`src/rtl/snn_pkg.sv`:
```
// Shared SNN classifier definitions: default count width, classifier FSM
// state encoding and the helper that locates one class count in the
// flattened accumulator bus.
package snn_pkg;

  localparam int DEFAULT_DATA_WIDTH = 16;

  typedef enum logic [1:0] {
    ACCUM  = 2'd0,
    SCAN   = 2'd1,
    OUTPUT = 2'd2,
    CLEAR  = 2'd3
  } scc_state_e;

  // LSB position of class idx inside a bus of width-bit counts
  function automatic int unsigned slice_lsb(input int unsigned idx, input int unsigned width);
    return idx * width;
  endfunction

endpackage

```
`src/rtl/spike_window_timer.sv`:
```
// Timestep window counter. Counts timestep pulses while enabled and flags
// window_done_o combinationally on the pulse that closes the window.
// The owning FSM clears the count through clear_i.
module spike_window_timer #(
  parameter int WINDOW_LEN = 100
) (
  input  logic clk,
  input  logic rstn,
  input  logic timestep_i,
  input  logic en_i,
  input  logic clear_i,
  output logic window_done_o
);

  localparam int            CW   = (WINDOW_LEN > 1) ? $clog2(WINDOW_LEN) : 1;
  localparam logic [CW-1:0] LAST = CW'(WINDOW_LEN - 1);

  logic [CW-1:0] cnt_q, cnt_d;

  assign window_done_o = en_i & timestep_i & (cnt_q == LAST);

  // next count: clear wins, otherwise count accepted pulses
  always_comb begin
    cnt_d = cnt_q;
    if (clear_i)                cnt_d = '0;
    else if (en_i && timestep_i) cnt_d = cnt_q + 1'b1;
  end

  // count register
  always_ff @(posedge clk or negedge rstn) begin
    if (!rstn) cnt_q <= '0;
    else       cnt_q <= cnt_d;
  end

endmodule

```
`src/rtl/spike_count_classifier.sv`:
```
// SNN classifier output stage: waits WINDOW_LEN timesteps, scans the class
// counts one per cycle for the maximum (ties go to the lowest index), offers
// the winner on a valid/ready handshake, then pulses reset_accumulation.
// Optional build macro SCC_TIE_DETECT_EN adds the class_tie output.
module spike_count_classifier
  import snn_pkg::*;
#(
  parameter int NUM_CLASSES = 10,
  parameter int DATA_WIDTH  = DEFAULT_DATA_WIDTH,
  parameter int WINDOW_LEN  = 100,
  parameter int IDX_WIDTH   = (NUM_CLASSES > 1) ? $clog2(NUM_CLASSES) : 1
) (
  input  logic                              clk,
  input  logic                              rstn,
  input  logic                              timestep,
  input  logic [NUM_CLASSES*DATA_WIDTH-1:0] counts,
  output logic                              reset_accumulation,
  output logic                              busy,
  output logic                              class_valid,
  input  logic                              class_ready,
  output logic [IDX_WIDTH-1:0]              class_idx,
  output logic [DATA_WIDTH-1:0]             class_count
`ifdef SCC_TIE_DETECT_EN
  ,
  output logic                              class_tie
`endif
);

  localparam logic [IDX_WIDTH-1:0] LAST_IDX = IDX_WIDTH'(NUM_CLASSES - 1);

  scc_state_e            state_q, state_d;
  logic [IDX_WIDTH-1:0]  scan_idx_q, scan_idx_d;
  logic [IDX_WIDTH-1:0]  best_idx_q, best_idx_d;
  logic [DATA_WIDTH-1:0] best_q, best_d;
  logic [DATA_WIDTH-1:0] cur;
  logic                  window_done;
`ifdef SCC_TIE_DETECT_EN
  logic                  tie_q, tie_d;
`endif

  spike_window_timer #(.WINDOW_LEN(WINDOW_LEN)) u_timer (
    .clk          (clk),
    .rstn         (rstn),
    .timestep_i   (timestep),
    .en_i         (state_q == ACCUM),
    .clear_i      (window_done),
    .window_done_o(window_done)
  );

  assign cur = counts[slice_lsb(32'(scan_idx_q), DATA_WIDTH) +: DATA_WIDTH];

  assign busy               = (state_q != ACCUM);
  assign class_valid        = (state_q == OUTPUT);
  assign reset_accumulation = (state_q == CLEAR);
  assign class_idx          = best_idx_q;
  assign class_count        = best_q;
`ifdef SCC_TIE_DETECT_EN
  assign class_tie          = tie_q;
`endif

  // next state and argmax scan; best registers hold outside SCAN
  always_comb begin
    state_d    = state_q;
    scan_idx_d = scan_idx_q;
    best_d     = best_q;
    best_idx_d = best_idx_q;
`ifdef SCC_TIE_DETECT_EN
    tie_d      = tie_q;
`endif
    unique case (state_q)
      ACCUM: begin
        if (window_done) begin
          state_d    = SCAN;
          scan_idx_d = '0;
        end
      end
      SCAN: begin
        if (scan_idx_q == '0) begin
          best_d     = cur;
          best_idx_d = '0;
`ifdef SCC_TIE_DETECT_EN
          tie_d      = 1'b0;
`endif
        end else if (cur > best_q) begin
          best_d     = cur;
          best_idx_d = scan_idx_q;
`ifdef SCC_TIE_DETECT_EN
          tie_d      = 1'b0;
        end else if (cur == best_q) begin
          tie_d      = 1'b1;
`endif
        end
        if (scan_idx_q == LAST_IDX) begin
          state_d    = OUTPUT;
          scan_idx_d = '0;
        end else begin
          scan_idx_d = scan_idx_q + 1'b1;
        end
      end
      OUTPUT:  if (class_ready) state_d = CLEAR;
      CLEAR:   state_d = ACCUM;
      default: state_d = ACCUM;
    endcase
  end

  // state and scan registers; reset aborts any scan or pending result
  always_ff @(posedge clk or negedge rstn) begin
    if (!rstn) begin
      state_q    <= ACCUM;
      scan_idx_q <= '0;
      best_q     <= '0;
      best_idx_q <= '0;
`ifdef SCC_TIE_DETECT_EN
      tie_q      <= 1'b0;
`endif
    end else begin
      state_q    <= state_d;
      scan_idx_q <= scan_idx_d;
      best_q     <= best_d;
      best_idx_q <= best_idx_d;
`ifdef SCC_TIE_DETECT_EN
      tie_q      <= tie_d;
`endif
    end
  end

endmodule

```
`config.mk`:
```
export PLATFORM = sky130hd
export DESIGN_NAME = spike_count_classifier
export DESIGN_NICKNAME = d
export VERILOG_FILES = /design/src/rtl/snn_pkg.sv /design/src/rtl/spike_window_timer.sv /design/src/rtl/spike_count_classifier.sv
export SDC_FILE = /design/constraint.sdc
export NUM_CORES = 1
export LEC_CHECK = 0
export BUFFER_PORTS_ARGS = -buffer_cell sky130_fd_sc_hd__buf_2
export CAP_MARGIN = 30
export CORE_MARGIN = 5
export CORE_UTILIZATION = 42
export CTS_BUF_LIST = sky130_fd_sc_hd__clkbuf_8
export DETAILED_ROUTE_END_ITERATION = 10
export PLACE_DENSITY_LB_ADDON = 0.12
export RECOVER_POWER = 50
export SLEW_MARGIN = 20
export SYNTH_ARGS = -nofsm -noshare
export SYNTH_HDL_FRONTEND = slang
export SYNTH_SLANG_ARGS = --single-unit
```
`constraint.sdc`:
```
create_clock -name clk -period 5.52 [get_ports clk]
set_input_delay 0.828 -clock clk [delete_from_list [all_inputs] [get_ports clk]]
set_output_delay 0.828 -clock clk [all_outputs]
set_load 0.01 [all_outputs]
```
==> impl_metrics.env, run 1 <==
export IMPL_cts_tree="built"
export IMPL_final_cell_mix="179 x buf_2, 82 x mux2i_1, 32 x dfrtp_1, 25 x ha_1"
export IMPL_cp_data_arrival_time_ns=4.26
export IMPL_multi_input_area_mm2=0.00236
export IMPL_min_from="class_idx[0]"
export IMPL_slew_headroom_pct=-21.2
export IMPL_tritoncts_num_sinks=33
export IMPL_fin_crit_sh_pct=74.2
export IMPL_syn_inst=355
export IMPL_place_gp_congestion=0.869
export IMPL_netlist_cell_type_count=43
export IMPL_io_pins=187
export IMPL_dieArea_mm2=0.00998
export IMPL_cts_hold_buf=0
export IMPL_setup_viol=0
export IMPL_drv_slew=34
export IMPL_synth_edf_count=0
export IMPL_skew_ns=0.00764
export IMPL_nFillCells=736
export IMPL_maxCapViolations=1
export IMPL_num_vias=3440
export IMPL_port_buffers=186
export IMPL_endpoint_kind="flip-flop"
export IMPL_dp_hpwl_um=9440
export IMPL_layout_drive_gt1_share_pct=42.0
export IMPL_drt_iter0_drc=129
export IMPL_cp_cell_sequence="or2_1 > buf_4 > o22ai_1 > o31a_1 > ha_1 > nand4_2 > or4_4 > a21o_1 > a41oi_2 > buf_4 > mux2_4"
export IMPL_pwr_share_seq_pct=28.7
export IMPL_required_ns=5.69
export IMPL_hold_path_depth=1
export IMPL_grt_pass1_wl_um=17700
export IMPL_slowest_stage="or2_1"
export IMPL_cpPeakStageDelay_ns=0.69
export IMPL_post_cts_setup_buffer_count=0
export IMPL_power_leakage_nw=2.02
export IMPL_synth_async_reset_ratio_pct=100
export IMPL_rsz0062_at_grt="false"
export IMPL_synth_avg_cell_area_um2=9.56
export IMPL_cts_clk_slew_worst_paths_ns=0.07
export IMPL_die_y_um=99.9
export IMPL_final_min_clock_period_ns=4.10
export IMPL_cts_htree_levels=2
export IMPL_ys_ff_latch=33
export IMPL_r2r_end="class_count[4]"
export IMPL_hold_path_class="flip-flop to flip-flop"
export IMPL_routedWlPerCell_um=18.2
export IMPL_num_rows=32
export IMPL_crit_type="flip-flop to flip-flop"
export IMPL_yosysSeqAreaShare_pct=24.3
export IMPL_grt_max_degree=66
export IMPL_syn2layout_area_growth_pct=33.4
export IMPL_rrSetupSlack_ns=1.42
export IMPL_via_per_inst=5.43
export IMPL_r2r_start="scan_idx_q[3]"
export IMPL_tns_ns=0
export IMPL_layout_commonest_cell="buf_2"
export IMPL_nets=719
export IMPL_regArea_um2=830
export IMPL_cts_resized=0
export IMPL_grt_pass1_vias=3461
export IMPL_ant_nets=0
export IMPL_reg2reg_depth=11
export IMPL_cts_buffers_inserted=5
export IMPL_cts_path_max_buffers=2
export IMPL_ir_worst_vdd_v=0.000223
export IMPL_crit_path_start_kind="flip-flop"
export IMPL_path_max_fanout=21
export IMPL_worstHoldEndpoint="class_idx[0]"
export IMPL_cts_root_buffer="clkbuf_8"
export IMPL_wl_um=11500
export IMPL_max_freq_ghz=0.244
export IMPL_yosys_most_used_dff="dfrtp_1"
export IMPL_grtUsageTotal_pct=22.2
export IMPL_cp_num_buf_inv=2
export IMPL_first_pass_iters=5
export IMPL_initial_utilization_pct=43.5
export IMPL_violations="max-capacitance violations, max-slew violations"
export IMPL_cpMostUsedCell="buf_4"
export IMPL_core_mm2=0.00781
export IMPL_synth_nets=544
export IMPL_yosys_warnings=0
export IMPL_final_util_pct=58.0
export IMPL_run_status="finished with violations"
export IMPL_p_sw_mw=0.576
export IMPL_grt_remaining_overflow=0
export IMPL_crit_family="simple AND/OR/NAND/NOR gates"
export IMPL_clk_latency_ns=0.29
export IMPL_die_w_um=99.9
export IMPL_p_sw_share_pct=39.8
export IMPL_combPwrFrac_pct=54.7
export IMPL_synth_area_mm2=0.00339
export IMPL_drc=0
export IMPL_p_per_area_mw_per_mm2=320
export IMPL_p_int_mw=0.871
export IMPL_antenna_found_initial=0
export IMPL_tightest_slew_ns=1.82
export IMPL_p_clk_share_pct=16.5
export IMPL_finalHoldViolations=0
cells by family (layout without fill, tap and decap cells):
kind of cell               count (synthesis)  in the layout  synth area share [%]
and+or+nand+nor                           64             64                  9.40
adders and majority gates                 25             25                  9.21
other                                      0              1                     0
AOI/OAI and AO/OA                         79             79                  17.1
xor gates and xnor gates                   2              2                 0.516
buffers and inverters                     49            225                  6.19
DFF                                       33             33                  24.3
muxes                                    103            103                  33.2
per-layer routing:
metal | part of all wire [%] | track usage [%]
met2 | 48 | 37.0
met5 | 0 | 0
met4 | 1.6 | 5.15
met3 | 7.9 | 4.93
met1 | 43 | 29.1
worst max-delay path by stage:
| stage | slack, ns | start | depth (start not counted) | endpoint |
|---|---|---|---|---|
| finish | 1.42 | scan_idx_q[3] | 11 | class_count[4] |
| CTS | 1.38 | scan_idx_q[0] | 11 | class_count[4] |
| global placement | 1.51 | scan_idx_q[0] | 11 | class_count[15] |
| floorplan | 2.01 | scan_idx_q[0] | 13 | class_count[14] |
| detailed placement | 1.38 | scan_idx_q[0] | 11 | class_idx[0] |
| global route | 1.25 | scan_idx_q[3] | 11 | class_count[3] |
registers in the layout, summed over array words and instances (netlist names):
signal         flops
state_q            2
u_timer.cnt_q      7
scan_idx_q         4
class_idx          4
class_count       16
cells in the mapped netlist, drive strengths merged (4+ instances only):
cell	number	share of area (%)
mux2i	82	24
dfrtp	33	24
ha	25	9.2
inv	23	2.5
nor2	22	2.4
mux2	21	9.1
nand2	20	2.7
o221ai	16	4.1
o22ai	16	2.9
clkbuf	15	1.7
o31a	15	3.9
a21oi	11	1.6
buf	11	2.0
o21ai	9	1.3
nand3	4	0.59
nand4	4	0.92
o31ai	4	1.0
layout make-up:
cell class                 count  area share, %
antenna                        1         0.0553
tap                          102           2.82
clock inverter                 2          0.829
clock buffer                   6           1.82
multi-input combinational    273           52.1
timing repair buffer         194           22.1
inverter                      23           1.91
sequential                    33           18.3
power groups by stage:
stage	logic [mW]	clock network (mW)	registers [mW]
3_5_place_dp	0.776	0	0.434
6_report	0.792	0.239	0.416
3_3_place_gp	0.757	0	0.434
4_1_cts	0.779	0.246	0.432
5_1_grt	0.877	0.255	0.426
2_1_floorplan	0.547	0	0.410
per-stage QoR:
step	instance area, um^2	hold WS (ns)	setup slack (ns)	power (mW)	instances
final	4530	0.539	1.42	1.45	634
after global routing	4520	0.567	1.25	1.56	633
after CTS	4510	0.544	1.38	1.46	632
after detailed placement	4390	0.525	1.38	1.21	624
after global placement	4390	0.504	1.51	1.19	624
after floorplan	3390	0.502	2.01	0.957	355
No activity file was read; power rests on OpenSTA's default activity.
==> inputs of run 2 (changes only) <==
--- a/config.mk
+++ b/config.mk
@@ -5,6 +5,7 @@
 export SDC_FILE = /design/constraint.sdc
 export NUM_CORES = 1
 export LEC_CHECK = 0
+export ABC_AREA = 1
 export BUFFER_PORTS_ARGS = -buffer_cell sky130_fd_sc_hd__buf_2
 export CAP_MARGIN = 30
 export CORE_MARGIN = 5
==> constraint.sdc (replaced) <==
create_clock -name clk -period 3.9 [get_ports clk]
set_input_delay 0.585 -clock clk [delete_from_list [all_inputs] [get_ports clk]]
set_output_delay 0.585 -clock clk [all_outputs]
set_load 0.01 [all_outputs]
==> impl_metrics.env, run 2 <==
export IMPL_crit_path_start_kind="flip-flop"
export IMPL_rrSetupSlack_ns=0.76
export IMPL_ys_ff_latch=33
export IMPL_port_buffers=186
export IMPL_synth_async_reset_ratio_pct=100
export IMPL_synth_avg_cell_area_um2=6.21
export IMPL_cts_clk_slew_worst_paths_ns=0.07
export IMPL_cp_cell_sequence="inv_2 > o21ai_0 > o22ai_1 > nand2_1 > nand3_2 > ha_1 > nand2_1 > nand2_1 > nand3_1 > nand2_1 > a21oi_1 > nand2_1 > nand2_1 > nand2_1 > nand2_1 > nand2_1 > nand2_1"
export IMPL_diodes=0
export IMPL_maxCapViolations=1
export IMPL_clk_latency_ns=0.28
export IMPL_routedWlPerCell_um=14.9
export IMPL_layout_drive_gt1_share_pct=29.2
export IMPL_path_max_fanout=49
export IMPL_yosys_area_top_type_share_pct=24.0
export IMPL_setup_viol=0
export IMPL_die_y_um=100
export IMPL_synth_fa_ha_area_share_pct=9.09
export IMPL_cp_data_arrival_time_ns=3.36
export IMPL_final_cell_mix="175 x buf_2, 172 x nand2_1, 76 x nor2_1, 56 x o21ai_0, 35 x inv_1"
export IMPL_p_per_area_mw_per_mm2=725
export IMPL_initial_utilization_pct=42.5
export IMPL_ant_nets=0
export IMPL_dieArea_mm2=0.0101
export IMPL_grt_pass1_vias=4263
export IMPL_synthSimpleGateAreaFrac_pct=38.2
export IMPL_netlist_cell_type_count=25
export IMPL_synthMuxAreaShare_pct=0
export IMPL_layout_commonest_cell="buf_2"
export IMPL_num_vias=4293
export IMPL_endpoint_kind="flip-flop"
export IMPL_yosysSeqAreaShare_pct=24.0
export IMPL_ir_worst_vdd_v=0.000389
export IMPL_cts_resized=0
export IMPL_drt_iter0_drc=241
export IMPL_worstSetupStartpoint="scan_idx_q[1]"
export IMPL_power_leakage_nw=2.46
export IMPL_synth_xor_area_share_pct=0
export IMPL_finalHoldViolations=0
export IMPL_nets=908
export IMPL_place_gp_congestion=0.904
export IMPL_dp_hpwl_um=9840
export IMPL_r2r_end="class_idx[1]"
export IMPL_hold_path_class="flip-flop to flip-flop"
export IMPL_fin_crit_sh_pct=80.6
export IMPL_antenna_found_initial=0
export IMPL_drc=0
export IMPL_syn_inst=554
export IMPL_synthMostInstantiatedCell="nand2_1"
export IMPL_cts_tree="built"
export IMPL_tightest_slew_ns=1.79
export IMPL_grtUsageTotal_pct=24.4
export IMPL_max_freq_ghz=0.318
export IMPL_via_per_inst=5.20
export IMPL_cpPeakStageDelay_ns=0.53
export IMPL_tritoncts_num_sinks=33
export IMPL_grt_max_degree=67
export IMPL_tns_ns=0
export IMPL_synth_nets=743
export IMPL_reg2reg_depth=17
export IMPL_required_ns=4.12
export IMPL_synth_area_leaders="dfrtp_1 24%, nand2_1 19%, ha_1 9.1%"
export IMPL_yosys_warnings=0
export IMPL_rsz0062_at_grt="false"
export IMPL_final_min_clock_period_ns=3.14
export IMPL_cts_hold_buf=0
export IMPL_cp_endpoint="class_idx[1]"
export IMPL_cts_root_buffer="clkbuf_8"
export IMPL_synth_area_mm2=0.00344
export IMPL_num_rows=33
export IMPL_wl_um=12300
export IMPL_synth_compound_area_share_pct=19.0
export IMPL_core_mm2=0.00809
export IMPL_ys_top_cells_by_count="172 x nand2_1, 76 x nor2_1, 56 x o21ai_0"
export IMPL_grt_remaining_overflow=0
export IMPL_synth_top_family_by_area="simple AND/OR/NAND/NOR gates"
export IMPL_crit_type="flip-flop to flip-flop"
export IMPL_cpMostUsedCell="nand2_1"
export IMPL_skew_ns=0.00598
export IMPL_power_total_mw=3.21
export IMPL_run_status="finished with violations"
export IMPL_largest_reg_flops=16
export IMPL_synth_top_area_cell="dfrtp_1"
export IMPL_cts_path_max_buffers=2
export IMPL_slew_headroom_pct=-19.4
export IMPL_r2r_start="scan_idx_q[1]"
export IMPL_grt_pass1_wl_um=19900
export IMPL_cts_htree_levels=2
export IMPL_post_cts_setup_buffer_count=0
export IMPL_syn2layout_area_growth_pct=28.7
export IMPL_cp_num_buf_inv=1
export IMPL_yosys_most_used_dff="dfrtp_1"
export IMPL_drv_slew=34
export IMPL_cp_depth=17
export IMPL_slowest_stage="inv_2"
export IMPL_die_w_um=100
export IMPL_crit_family="simple AND/OR/NAND/NOR gates"
export IMPL_io_pins=187
export IMPL_synth_edf_count=0
export IMPL_violations="max-capacitance violations, max-slew violations"
export IMPL_first_pass_iters=5
export IMPL_cts_buffers_inserted=5
-- run 2: cell types whose count changed after synthesis, sizes merged, moves of 17 or more --
cell	before	now
buf	11	28
mux2	21	0
mux2i	82	0
nand2	20	172
nand3	4	44
nor2	22	78
o21ai	9	71
-- run 2: power by group --
part           internal [mW]  switching (mW)  total, mW  leakage, nW
Sequential             0.495           0.117      0.612        0.410
Clock                  0.121           0.127      0.248       0.0491
Combinational          0.825            1.52       2.35         2.00
Total                   1.44            1.77       3.21         2.46
-- run 2: cell families after synthesis --
| logic type | count (synthesis) |
|---|---|
| DFF | 33 |
| and+or+nand+nor | 305 |
| AOI/OAI and AO/OA | 121 |
| buffers and inverters | 70 |
| adders and majority gates | 25 |
-- run 2: cell type report --
cell class	count	area (um^2)
Clock buffer	5	68.8
Clock inverter	3	13.8
Fill cell	857	3670
Inverter	37	139
Multi-Input combinational cell	451	2280
Sequential cell	33	827
Tap cell	105	131
Timing Repair Buffer	191	967
-- run 2: worst min-delay path by stage --
stage                            start               end  slack (ns)  cells past startpoint
after floorplan                   rstn    class_count[0]        0.29                      0
after global placement    class_idx[0]      class_idx[0]        0.45                      2
after detailed placement  class_idx[0]      class_idx[0]        0.46                      2
after CTS                         rstn  u_timer.cnt_q[1]        0.40                      1
after global routing      class_idx[1]      class_idx[1]        0.52                      2
final                     class_idx[1]      class_idx[1]        0.48                      2
-- run 2: stage by stage --
stage	util, %	instance area [um^2]	hold slack, ns	worst slack [ns]	cells
3_5_place_dp	53.8	4360	0.458	0.770	817
5_1_grt	54.7	4430	0.517	0.308	825
3_3_place_gp	53.8	4360	0.455	0.816	817
6_report	54.7	4430	0.480	0.757	825
4_1_cts	54.9	4440	0.404	0.753	825
2_1_floorplan	-	3440	0.289	1.57	554
-- run 2: worst register-to-register path: cells and delay by family, from the launching register on --
kind	cells	cell delay, ns
compound gates	3	0.55
buf+inv	1	0.53
simple gates	12	1.35
fa+ha+maj	1	0.26
flops	1	0.39
-- run 2: routing by layer --
metal	wire (um)	part of all wire [%]	vias up	global-route usage (%)
met5	0	0	-	0
met4	243	2.0	0	5.08
met1	5140	42	1917	31.9
li1	-	-	2165	-
met3	1020	8.3	20	5.33
met2	5860	48	191	41.3
==> inputs of run 3 (changes only) <==
==> constraint.sdc (replaced) <==
create_clock -name clk -period 3.1 [get_ports clk]
set_input_delay 0.465 -clock clk [delete_from_list [all_inputs] [get_ports clk]]
set_output_delay 0.465 -clock clk [all_outputs]
set_load 0.01 [all_outputs]
==> impl_metrics.env, run 3 (same netlist as run 2, synthesis figures left out) <==
export IMPL_cts_buffers_inserted=5
export IMPL_cp_data_arrival_time_ns=2.91
export IMPL_final_cell_mix="174 x buf_2, 171 x nand2_1, 76 x nor2_1, 56 x o21ai_0, 34 x inv_1"
export IMPL_worst_slack_ns=0.405
export IMPL_dieArea_mm2=0.0101
export IMPL_core_mm2=0.00809
export IMPL_r2r_start="scan_idx_q[0]"
export IMPL_routedWlPerCell_um=14.2
export IMPL_grtUsageTotal_pct=23.2
export IMPL_pre_cts_slack_ns=0.190
export IMPL_grt_pass1_vias=4144
export IMPL_crit_type="flip-flop to flip-flop"
export IMPL_cts_htree_levels=2
export IMPL_tightest_slew_ns=1.80
export IMPL_finalHoldViolations=0
export IMPL_crit_path_start_kind="flip-flop"
export IMPL_reg2reg_depth=20
export IMPL_max_freq_ghz=0.371
export IMPL_rrSetupSlack_ns=0.40
export IMPL_place_gp_congestion=0.893
export IMPL_final_min_clock_period_ns=2.70
export IMPL_port_buffers=186
export IMPL_setup_viol=0
export IMPL_hold_path_depth=2
export IMPL_power_leakage_nw=2.50
export IMPL_crit_family="simple AND/OR/NAND/NOR gates"
export IMPL_antenna_found_initial=0
export IMPL_cpPeakStageDelay_ns=0.42
export IMPL_tns_ns=0
export IMPL_endpoint_kind="flip-flop"
export IMPL_skew_ns=0.0103
export IMPL_cts_path_max_buffers=2
export IMPL_maxCapViolations=1
export IMPL_die_w_um=100
export IMPL_syn2layout_area_growth_pct=31.0
export IMPL_num_vias=4230
export IMPL_cts_clk_slew_worst_paths_ns=0.07
export IMPL_die_y_um=100
export IMPL_cts_tree="built"
export IMPL_fin_crit_sh_pct=86.9
export IMPL_dp_hpwl_um=9710
export IMPL_ir_worst_vdd_v=0.000453
export IMPL_path_max_fanout=28
export IMPL_rsz0062_at_grt="false"
export IMPL_grt_pass1_wl_um=19200
export IMPL_min_from="class_idx[0]"
export IMPL_drv_slew=34
export IMPL_wl_um=11900
export IMPL_ant_nets=0
export IMPL_drt_iter0_drc=274
export IMPL_worstHoldEndpoint="class_idx[0]"
export IMPL_place_area_mm2=0.00442
export IMPL_io_pins=187
export IMPL_cpMostUsedCell="nand2_1"
export IMPL_num_rows=33
export IMPL_initial_utilization_pct=42.5
export IMPL_tritoncts_num_sinks=33
export IMPL_cp_num_buf_inv=3
export IMPL_nFillCells=825
export IMPL_violations="max-capacitance violations, max-slew violations"
export IMPL_nets=916
export IMPL_slowest_stage="dfrtp_2"
export IMPL_required_ns=3.32
export IMPL_diodes=0
export IMPL_first_pass_iters=4
export IMPL_r2r_end="class_idx[1]"
export IMPL_drc=0
export IMPL_clk_latency_ns=0.28
export IMPL_via_per_inst=5.08
export IMPL_layout_commonest_cell="buf_2"
export IMPL_cp_cell_sequence="inv_2 > buf_4 > o21ai_0 > o22ai_1 > nand2_1 > nand3_2 > ha_1 > nand2_1 > inv_1 > nand2_1 > nand2_1 > nand2_1 > nand2_1 > nand2_1 > nand2_1 > nand2_1 > nand2_1 > nand2_2 > nand2_1 > nand2_1"
export IMPL_grt_max_degree=43
export IMPL_post_cts_setup_buffer_count=0
export IMPL_layout_drive_gt1_share_pct=30.1
export IMPL_cts_root_buffer="clkbuf_8"
export IMPL_slew_headroom_pct=-20.1
export IMPL_run_status="finished with violations"
export IMPL_hold_path_class="flip-flop to flip-flop"
export IMPL_largest_reg_flops=16
export IMPL_fin_area_mm2=0.00451
export IMPL_p_per_area_mw_per_mm2=914
export IMPL_grt_remaining_overflow=0
-- run 3: layout make-up --
cell class | instances | area [um^2] | area share, %
tap | 105 | 131 | 2.92
inverter | 37 | 139 | 3.08
timing repair buffer | 199 | 1030 | 22.8
multi-input combinational | 451 | 2280 | 50.6
sequential | 33 | 827 | 18.4
clock inverter | 1 | 5.00 | 0.111
clock buffer | 7 | 96.3 | 2.14
-- run 3: how the worst max path moves through the flow --
| stage | from | to | slack, ns | cells after the start |
|---|---|---|---|---|
| 3_3_place_gp | scan_idx_q[0] | class_idx[3] | 0.24 | 16 |
| 6_report | scan_idx_q[0] | class_idx[1] | 0.40 | 20 |
| 5_1_grt | scan_idx_q[0] | class_count[0] | 0.1 | 18 |
| 3_5_place_dp | scan_idx_q[0] | class_count[13] | 0.19 | 20 |
| 2_1_floorplan | scan_idx_q[0] | class_count[0] | 0.77 | 19 |
| 4_1_cts | scan_idx_q[0] | class_count[13] | 0.17 | 20 |
-- run 3: routing by layer --
metal	up-vias	routed length (um)	GRT usage (%)
met1	1884	5180	30.6
met2	145	5640	39.8
met3	22	816	4.08
li1	2179	-	-
met4	0	217	4.77
met5	-	0	0
-- run 3: timing repair --
item	CTS	global route
hold endpoints to repair	0	0
resized for setup	0	1
endpoints found under the setup margin	0	20
hold buffers	0	0
-- run 3: stage by stage --
| step | power (mW) | utilization (%) | hold slack (ns) | std cells |
|---|---|---|---|---|
| 6_report | 4.12 | 55.7 | 0.480 | 833 |
| 5_1_grt | 4.61 | 55.7 | 0.513 | 833 |
| 4_1_cts | 4.15 | 55.8 | 0.275 | 833 |
| 3_5_place_dp | 3.78 | 54.6 | 0.466 | 825 |
| 3_3_place_gp | 3.71 | 54.6 | 0.459 | 825 |
| 2_1_floorplan | 2.94 | - | 0.169 | 554 |
-- run 3: worst reg2reg max path, delay by kind of cell, from the launching register on --
| family | cells | cell delay (ns) |
|---|---|---|
| buffers and inverters | 3 | 0.35 |
| adders and majority gates | 1 | 0.24 |
| AOI/OAI and AO/OA | 2 | 0.39 |
| DFF | 1 | 0.42 |
| and+or+nand+nor | 14 | 1.22 |
-- run 3: where the power goes --
part           internal (mW)  switching, mW  total (mW)
clock network          0.201          0.158       0.358
logic                   1.08           1.92        2.99
registers              0.623          0.144       0.767
